`src/rtl/multicycle_controller.sv`:
```
// Sequencing FSM and main/ALU decoders for the multicycle RV32I core.
// Every datapath select and enable is decoded from the current state.
module multicycle_controller (
    input  logic       clk,
    input  logic       reset,
    input  logic [6:0] op,
    input  logic [2:0] funct3,
    input  logic       funct7b5,
    input  logic       zero,
    input  logic       mem_ready,
    output logic       mem_req,
    output logic       mem_write,
    output logic       adr_src,
    output logic       ir_write,
    output logic       pc_write,
    output logic       reg_write,
    output logic [1:0] alu_src_a,
    output logic [1:0] alu_src_b,
    output logic [1:0] result_src,
    output logic [1:0] imm_src,
    output logic [3:0] alu_control,
    output logic       instr_done,
    output logic       illegal
);

    localparam logic [6:0] OP_LW  = 7'b0000011;
    localparam logic [6:0] OP_SW  = 7'b0100011;
    localparam logic [6:0] OP_R   = 7'b0110011;
    localparam logic [6:0] OP_I   = 7'b0010011;
    localparam logic [6:0] OP_BEQ = 7'b1100011;
    localparam logic [6:0] OP_JAL = 7'b1101111;

    localparam logic [3:0] ALU_ADD = 4'b0000;
    localparam logic [3:0] ALU_SUB = 4'b0001;
    localparam logic [3:0] ALU_AND = 4'b0010;
    localparam logic [3:0] ALU_OR  = 4'b0011;
    localparam logic [3:0] ALU_XOR = 4'b0100;
    localparam logic [3:0] ALU_SLT = 4'b0101;
    localparam logic [3:0] ALU_SLL = 4'b0110;
    localparam logic [3:0] ALU_SRL = 4'b0111;

    typedef enum logic [3:0] {
        S_RST, S_FETCH, S_DECODE, S_MEMADR, S_MEMREAD, S_MEMWB, S_MEMWRITE,
        S_EXECR, S_EXECI, S_ALUWB, S_BEQ, S_JAL, S_HALT
    } state_t;

    state_t     r_state;
    state_t     w_next;
    logic       w_bad_funct;
    logic [1:0] w_imm;
    logic [3:0] w_alu_dec;

    // funct3 encodings that halt the core for R/I-type ops.
    assign w_bad_funct = (funct3 == 3'b011) || ((funct3 == 3'b101) && funct7b5);

    always_comb begin
        w_imm = 2'b00;
        case (op)
            OP_SW:   w_imm = 2'b01;
            OP_BEQ:  w_imm = 2'b10;
            OP_JAL:  w_imm = 2'b11;
            default: w_imm = 2'b00;
        endcase
    end

    always_comb begin
        w_alu_dec = ALU_ADD;
        case (funct3)
            3'b000:  w_alu_dec = ((op == OP_R) && funct7b5) ? ALU_SUB : ALU_ADD;
            3'b111:  w_alu_dec = ALU_AND;
            3'b110:  w_alu_dec = ALU_OR;
            3'b100:  w_alu_dec = ALU_XOR;
            3'b010:  w_alu_dec = ALU_SLT;
            3'b001:  w_alu_dec = ALU_SLL;
            3'b101:  w_alu_dec = ALU_SRL;
            default: w_alu_dec = ALU_ADD;
        endcase
    end

    always_ff @(posedge clk or negedge reset) begin
        if (!reset) r_state <= S_RST;
        else        r_state <= w_next;
    end

    always_comb begin
        w_next      = r_state;
        mem_req     = 1'b0;
        mem_write   = 1'b0;
        adr_src     = 1'b0;
        ir_write    = 1'b0;
        pc_write    = 1'b0;
        reg_write   = 1'b0;
        alu_src_a   = 2'b00;
        alu_src_b   = 2'b00;
        result_src  = 2'b00;
        imm_src     = (r_state == S_RST) ? 2'b00 : w_imm;
        alu_control = ALU_ADD;
        instr_done  = 1'b0;
        illegal     = 1'b0;
        case (r_state)
            S_RST: w_next = S_FETCH;
            S_FETCH: begin
                mem_req    = 1'b1;
                alu_src_b  = 2'b10;
                result_src = 2'b10;
                ir_write   = mem_ready;
                pc_write   = mem_ready;
                if (mem_ready) w_next = S_DECODE;
            end
            S_DECODE: begin
                alu_src_a = 2'b01;
                alu_src_b = 2'b01;
                case (op)
                    OP_LW, OP_SW: w_next = (funct3 == 3'b010) ? S_MEMADR : S_HALT;
                    OP_R:         w_next = w_bad_funct ? S_HALT : S_EXECR;
                    OP_I:         w_next = w_bad_funct ? S_HALT : S_EXECI;
                    OP_BEQ:       w_next = (funct3 == 3'b000) ? S_BEQ : S_HALT;
                    OP_JAL:       w_next = S_JAL;
                    default:      w_next = S_HALT;
                endcase
            end
            S_MEMADR: begin
                alu_src_a = 2'b10;
                alu_src_b = 2'b01;
                w_next    = (op == OP_LW) ? S_MEMREAD : S_MEMWRITE;
            end
            S_MEMREAD: begin
                mem_req = 1'b1;
                adr_src = 1'b1;
                if (mem_ready) w_next = S_MEMWB;
            end
            S_MEMWB: begin
                result_src = 2'b01;
                reg_write  = 1'b1;
                instr_done = 1'b1;
                w_next     = S_FETCH;
            end
            S_MEMWRITE: begin
                mem_req    = 1'b1;
                mem_write  = 1'b1;
                adr_src    = 1'b1;
                instr_done = mem_ready;
                if (mem_ready) w_next = S_FETCH;
            end
            S_EXECR: begin
                alu_src_a   = 2'b10;
                alu_control = w_alu_dec;
                w_next      = S_ALUWB;
            end
            S_EXECI: begin
                alu_src_a   = 2'b10;
                alu_src_b   = 2'b01;
                alu_control = w_alu_dec;
                w_next      = S_ALUWB;
            end
            S_ALUWB: begin
                reg_write  = 1'b1;
                instr_done = 1'b1;
                w_next     = S_FETCH;
            end
            S_BEQ: begin
                alu_src_a   = 2'b10;
                alu_control = ALU_SUB;
                pc_write    = zero;
                instr_done  = 1'b1;
                w_next      = S_FETCH;
            end
            // Jump target was captured in DECODE; ALU recomputes PC+4 for the link.
            S_JAL: begin
                alu_src_a = 2'b01;
                alu_src_b = 2'b10;
                pc_write  = 1'b1;
                w_next    = S_ALUWB;
            end
            S_HALT: begin
                illegal = 1'b1;
                w_next  = S_HALT;
            end
            default: w_next = S_RST;
        endcase
    end

endmodule

```
`config.mk`:
```
export PLATFORM = sky130hd
export DESIGN_NAME = multicycle_controller
export DESIGN_NICKNAME = d
export VERILOG_FILES = /design/src/rtl/multicycle_controller.sv
export SDC_FILE = /design/constraint.sdc
export NUM_CORES = 1
export LEC_CHECK = 0
export ABC_AREA = 1
export ABC_CLOCK_PERIOD_IN_PS = 1280
export CAP_MARGIN = 20
export CORE_MARGIN = 2
export CORE_UTILIZATION = 36
export DETAILED_ROUTE_END_ITERATION = 6
export PLACE_DENSITY = 0.84
export SKIP_CTS_REPAIR_TIMING = 1
export SLEW_MARGIN = 10
export SYNTH_ARGS = -nofsm -noshare
export SYNTH_HDL_FRONTEND = slang
export SYNTH_SLANG_ARGS = --single-unit
```
`constraint.sdc`:
```
create_clock -name clk -period 1.28 [get_ports clk]
set_clock_uncertainty 0.05 [all_clocks]
set_input_delay 0.256 -clock clk [delete_from_list [all_inputs] [get_ports clk]]
set_output_delay 0.256 -clock clk [all_outputs]
set_load 0.01 [all_outputs]
```
=== Word-level counts from Yosys, hierarchy flattened ===
Index checks and enable logic that the tools add are counted.

* Output and inout bits: 20
* Bits in registers: 4

* Equality and inequality tests: 28
* Muxes and demuxes: 26
* Reductions and logical operators: 18

{| class="wikitable"
|+ Operator list
! kind !! count
|-
| 4-bit case mux with 8 select lines || 1
|-
| 3-bit case mux with 7 select lines || 1
|-
| 4-bit equality test (second input constant) || 5
|-
| 4-bit two-way mux || 5
|-
| 4-bit case mux with 5 select lines || 1
|-
| 4-bit by 3-bit equality test with 1-bit output (second input constant) || 4
|-
| 7-bit by 6-bit equality test with 1-bit output (second input constant) || 2
|-
| 7-bit equality test (second input constant) || 2
|-
| 3-bit equality test (second input constant) || 4
|-
| 2-bit case mux with 2 select lines || 3
|-
| 2-bit OR reduction || 6
|-
| 3-bit OR reduction || 4
|-
| 4-bit by 2-bit equality test with 1-bit output (second input constant) || 2
|-
| 4-bit case mux with 2 select lines || 1
|-
| 4-bit OR reduction || 2
|-
| 7-bit by 2-bit equality test with 1-bit output (second input constant) || 1
|-
| 7-bit by 5-bit equality test with 1-bit output (second input constant) || 1
|-
| 1-bit two-way mux || 7
|-
| 3-bit by 2-bit equality test with 1-bit output (second input constant) || 2
|-
| 3-bit two-way mux || 2
|-
| 2-bit != test (second input constant) || 3
|-
| 2-bit case mux with 3 select lines || 1
|-
| 4-bit by 1-bit equality test with 1-bit output (second input constant) || 1
|-
| 4-bit logical NOT || 1
|-
| other kinds (8) || 10
|}

=== Logic depth before layout (Yosys ltp) ===
Gate-level depths: netlist of run 1.

* Depth after elaboration: 6
* Gate-level depth with buffers: 12
* Gate-level depth less buffers: 12

=== Worst setup path before layout of run 1 ===
OpenSTA, ideal clock, no wires.

* Kind: reg-to-output
* Start: register r_state[0]
* End: output alu_control[2]
* Path slack: -0.181 ns
* Cell stages (with the launch flop): 6
* Path buffers: 0
* Arrival: 1.155 ns
* Cell sequence: dfrtp_1 > nor2_1 > inv_1 > nor2_1 > nor2_1 > nor3b_1

* Longest elaborated chain between the ends: 3
* Elaborated cells on any way between the ends: 5

{| class="wikitable"
|+ RTL lines
! element !! RTL line !! RTL
|-
| start, declared || 47 || <nowiki>state_t r_state;</nowiki>
|-
| start signal, assigned || 82 || <nowiki>else r_state <= w_next;</nowiki>
|-
| 4-bit equality test / 4-bit by 3-bit equality test with 1-bit output (equally long branches) || 100 || <nowiki>case (r_state)</nowiki>
|-
| 2-bit OR reduction (no line) || n/a ||
|-
| 4-bit case mux with 2 select lines * || 100 ||
|-
| end, declared || 21 || <nowiki>output logic [3:0] alu_control,</nowiki>
|}

Mark *: on every way between the ends. The rest lies on a longest branch, timed or not.

=== Worst setup path in the final report of run 1 ===
* Start: register r_state[3]
* End: output instr_done

* Longest elaborated chain between the ends: 3
* Elaborated cells on any way between the ends: 6

{| class="wikitable"
|+ RTL lines
! element !! RTL line !! RTL
|-
| 4-bit equality test / 4-bit by 3-bit equality test with 1-bit output (equally long branches) || 100 ||
|-
| 3-bit OR reduction (no line) || n/a ||
|-
| 1-bit case mux with 2 select lines * || 100 ||
|-
| end, declared || 22 || <nowiki>output logic instr_done,</nowiki>
|}

Marks and branches as above.

==> out/results.tsv, run 1 <==
metric	value	unit
status	finished with violations	
failing checks	setup timing	
crit path cell chain	inv_2 -> nor2_2 -> inv_4 -> buf_6 -> a21oi_2 -> a211o_1 -> buf_2	
internal power component	1.19	mW
H-tree lvl count	1	
clk_lat worst skew	0.23	ns
Max VDD drop	1430	µV
TritonCTS buffer count	3	
Die Footprint	2380	µm²
Max Freq	576	MHz
Filler Cells Inserted	128	
post-synthesis sequential area ratio	13.9	%
worst r2r path cells	11	
Fin Hold WS	0.176	ns
number of synthesized register bits	4	
largest net degree at the start of global routing	8	
dpl ws	-0.911	ns
RSZ-0062 raised after global routing	true	
crit path kind	flip-flop to output port	
root buffer cell	clkbuf_4	
Pwr Density	1580	nW/µm²
dominant delay contributor by cell family on the critical path	buffers and inverters	
vias in the first global route	1079	
max reg flops	4	
worst r2r src	r_state[1]	
share of power burned in registers	10.6	%
Comb power frac	83.2	%
clock sink count	4	
Yosys top cell area share	18.2	%
area of the mapped netlist	721	µm²
# diodes	0	
Final Hold Vio Count	0	
nets	222	
Worst-path clk slew	0.04	ns
Port-buffer cells	33	
Global Route Usage Sum	21.6	%
first-pass GRT wire length	4140	µm
Critical Path RT	0.97	ns
crit path DAT	1.43	ns
Synth cell types	25	
Psw	1.21	mW
P_leak	0.889	nW
Max Root-Sink Buffers	2	
Critical Path Max Stage Delay	0.41	ns
Avg Inst Size Synth	5.38	µm²
Post-Route Utilization	78.8	%
Setup TNS Final	-7.72	ns
clock share of power	6.2	%
CTS tree	yes	
Sw Share	50.5	%
DRT Pass-1 Iters	4	
Buf/Inv on CP	4	
Die Ht	48.7	µm
Crit-path slowest cell	dfrtp_1	
syn_nets	149	
Initial Utilization	37.5	%
Syn-to-layout area delta	110	%
grt total ovfl	0	
DRC	0	
Post-Route WL	3250	µm
area of the core	1920	µm²
crit start category	flip-flop	
Vias	1217	
Period minus WS final	1.74	ns
num ports	35	
worst hold path type	primary input to asynchronous set/reset pin	
number of max-cap violations	0	
Post-DP HPWL	2150	µm
FP Rows	16	
Final GP Congestion	0.884	
most frequent cells in the layout	nand2_1, buf_4, inv_1, buf_2	
Worst Path Max Fanout	5	
initial drt markers	32	
Via-to-Cell Ratio	5.25	
Die X	48.7	µm
antenna violations before repair	0	
Synth Warn #	0	
synthesized instance count	134	
Max Slew Vio Count	0	
area leader, netlist	nand2_1	
wire length per cell	14.0	µm
r2r setup slk	-0.33	ns
biggest regs	r_state (4)	
final worst setup slack	-0.456	ns
Largest Register	r_state	
reg2reg end	r_state[1]	
placed cell count	225	
ranking of synthesized cells by area	nand2_1, dfrtp_1, nor2_1, inv_1, nand3_1	
layout cells sized above 1	57.6	%
Final Non-Filler Cells	232	
Crit. End Element	output port	
final period utilization	136	%
DRT antenna net count	0	
Final setup viols	23	
synthesized netlist by cell type, drive strengths merged:
cell / n
a41oi: 1
nor3b: 1
buf: 1
inv: 25
nor3: 1
o21ai: 7
a21oi: 6
nand4: 3
nand2: 40
dfrtp: 4
or2: 2
a211o: 1
nor2: 28
o22ai: 1
nor4: 1
nand3: 11
conb: 1
stage by stage:
step	total power [mW]	area, µm²
3_5_place_dp	1.99	1350
2_1_floorplan	1.07	753
6_report	2.39	1520
5_1_grt	2.55	1520
3_3_place_gp	1.94	1350
4_1_cts	2.15	1370
per-layer routing:
metal	vias up	GRT usage, %	share of wire [%]
li1	564	-	-
met1	592	24.5	40
met2	51	37.9	53
met3	10	4.32	4.6
met4	0	11.4	2.3
met5	-	0	0
cells by family (layout without fill, tap and decap cells):
kind of cell | count (synthesis) | after routing | synth area share, %
AND/OR/NAND/NOR | 87 | 87 | 58.7
buffers and inverters | 26 | 97 | 14.1
AO/OA/AOI/OAI | 16 | 16 | 12.8
flip-flops | 4 | 4 | 13.9
other | 1 | 1 | 0.520
power groups by stage:
stage / clock network [mW] / registers (mW) / logic [mW]
finish: 0.149 / 0.253 / 1.99
global route: 0.170 / 0.260 / 2.12
CTS: 0.155 / 0.238 / 1.75
detailed placement: 0 / 0.240 / 1.75
global placement: 0 / 0.235 / 1.70
floorplan: 0 / 0.234 / 0.838
how the worst max path moves through the flow:
stage | depth (start not counted) | end | slack [ns] | from
after global placement | 7 | alu_control[0] | -0.89 | funct3[1]
final | 7 | instr_done | -0.46 | r_state[3]
after CTS | 7 | alu_control[0] | -0.93 | funct3[1]
after global routing | 7 | instr_done | -0.54 | r_state[3]
after detailed placement | 7 | alu_control[0] | -0.91 | funct3[1]
after floorplan | 5 | alu_control[2] | -0.08 | r_state[0]
worst register-to-register path, cell delays in order, from the launching register on:
cell and delay (ns):
dfrtp_1 0.40, inv_2 0.07, or2_4 0.26, buf_6 0.13
buf_6 0.11, nor2_4 0.15, nand2_1 0.07, inv_1 0.05
nand2_1 0.06, nand2_1 0.07, nand2_1 0.07, nand2_1 0.06
area by class of cell:
| type | instances | area, µm² | share of cell area (%) |
|---|---|---|---|
| Clock buffer | 3 | 22.5 | 1.49 |
| Inverter | 25 | 96.3 | 6.36 |
| Timing Repair Buffer | 69 | 581 | 38.3 |
| Tap cell | 27 | 33.8 | 2.23 |
| Sequential cell | 4 | 101 | 6.69 |
| Multi-Input combinational cell | 104 | 681 | 44.9 |
(Power assumes the default switching activity.)
==> inputs of run 2 (changes only) <==
Settings changed: CAP_MARGIN 20 to 40.
==> results of run 2 <==
Same layout as run 1: the final DEF is identical, and so are final timing and power.
==> inputs of run 3 (changes only) <==
Settings changed: CTS_CLUSTER_SIZE set to 30, HOLD_SLACK_MARGIN set to 0.12.
==> results of run 3 <==
Same layout as run 1: the final DEF is identical, and so are final timing and power.
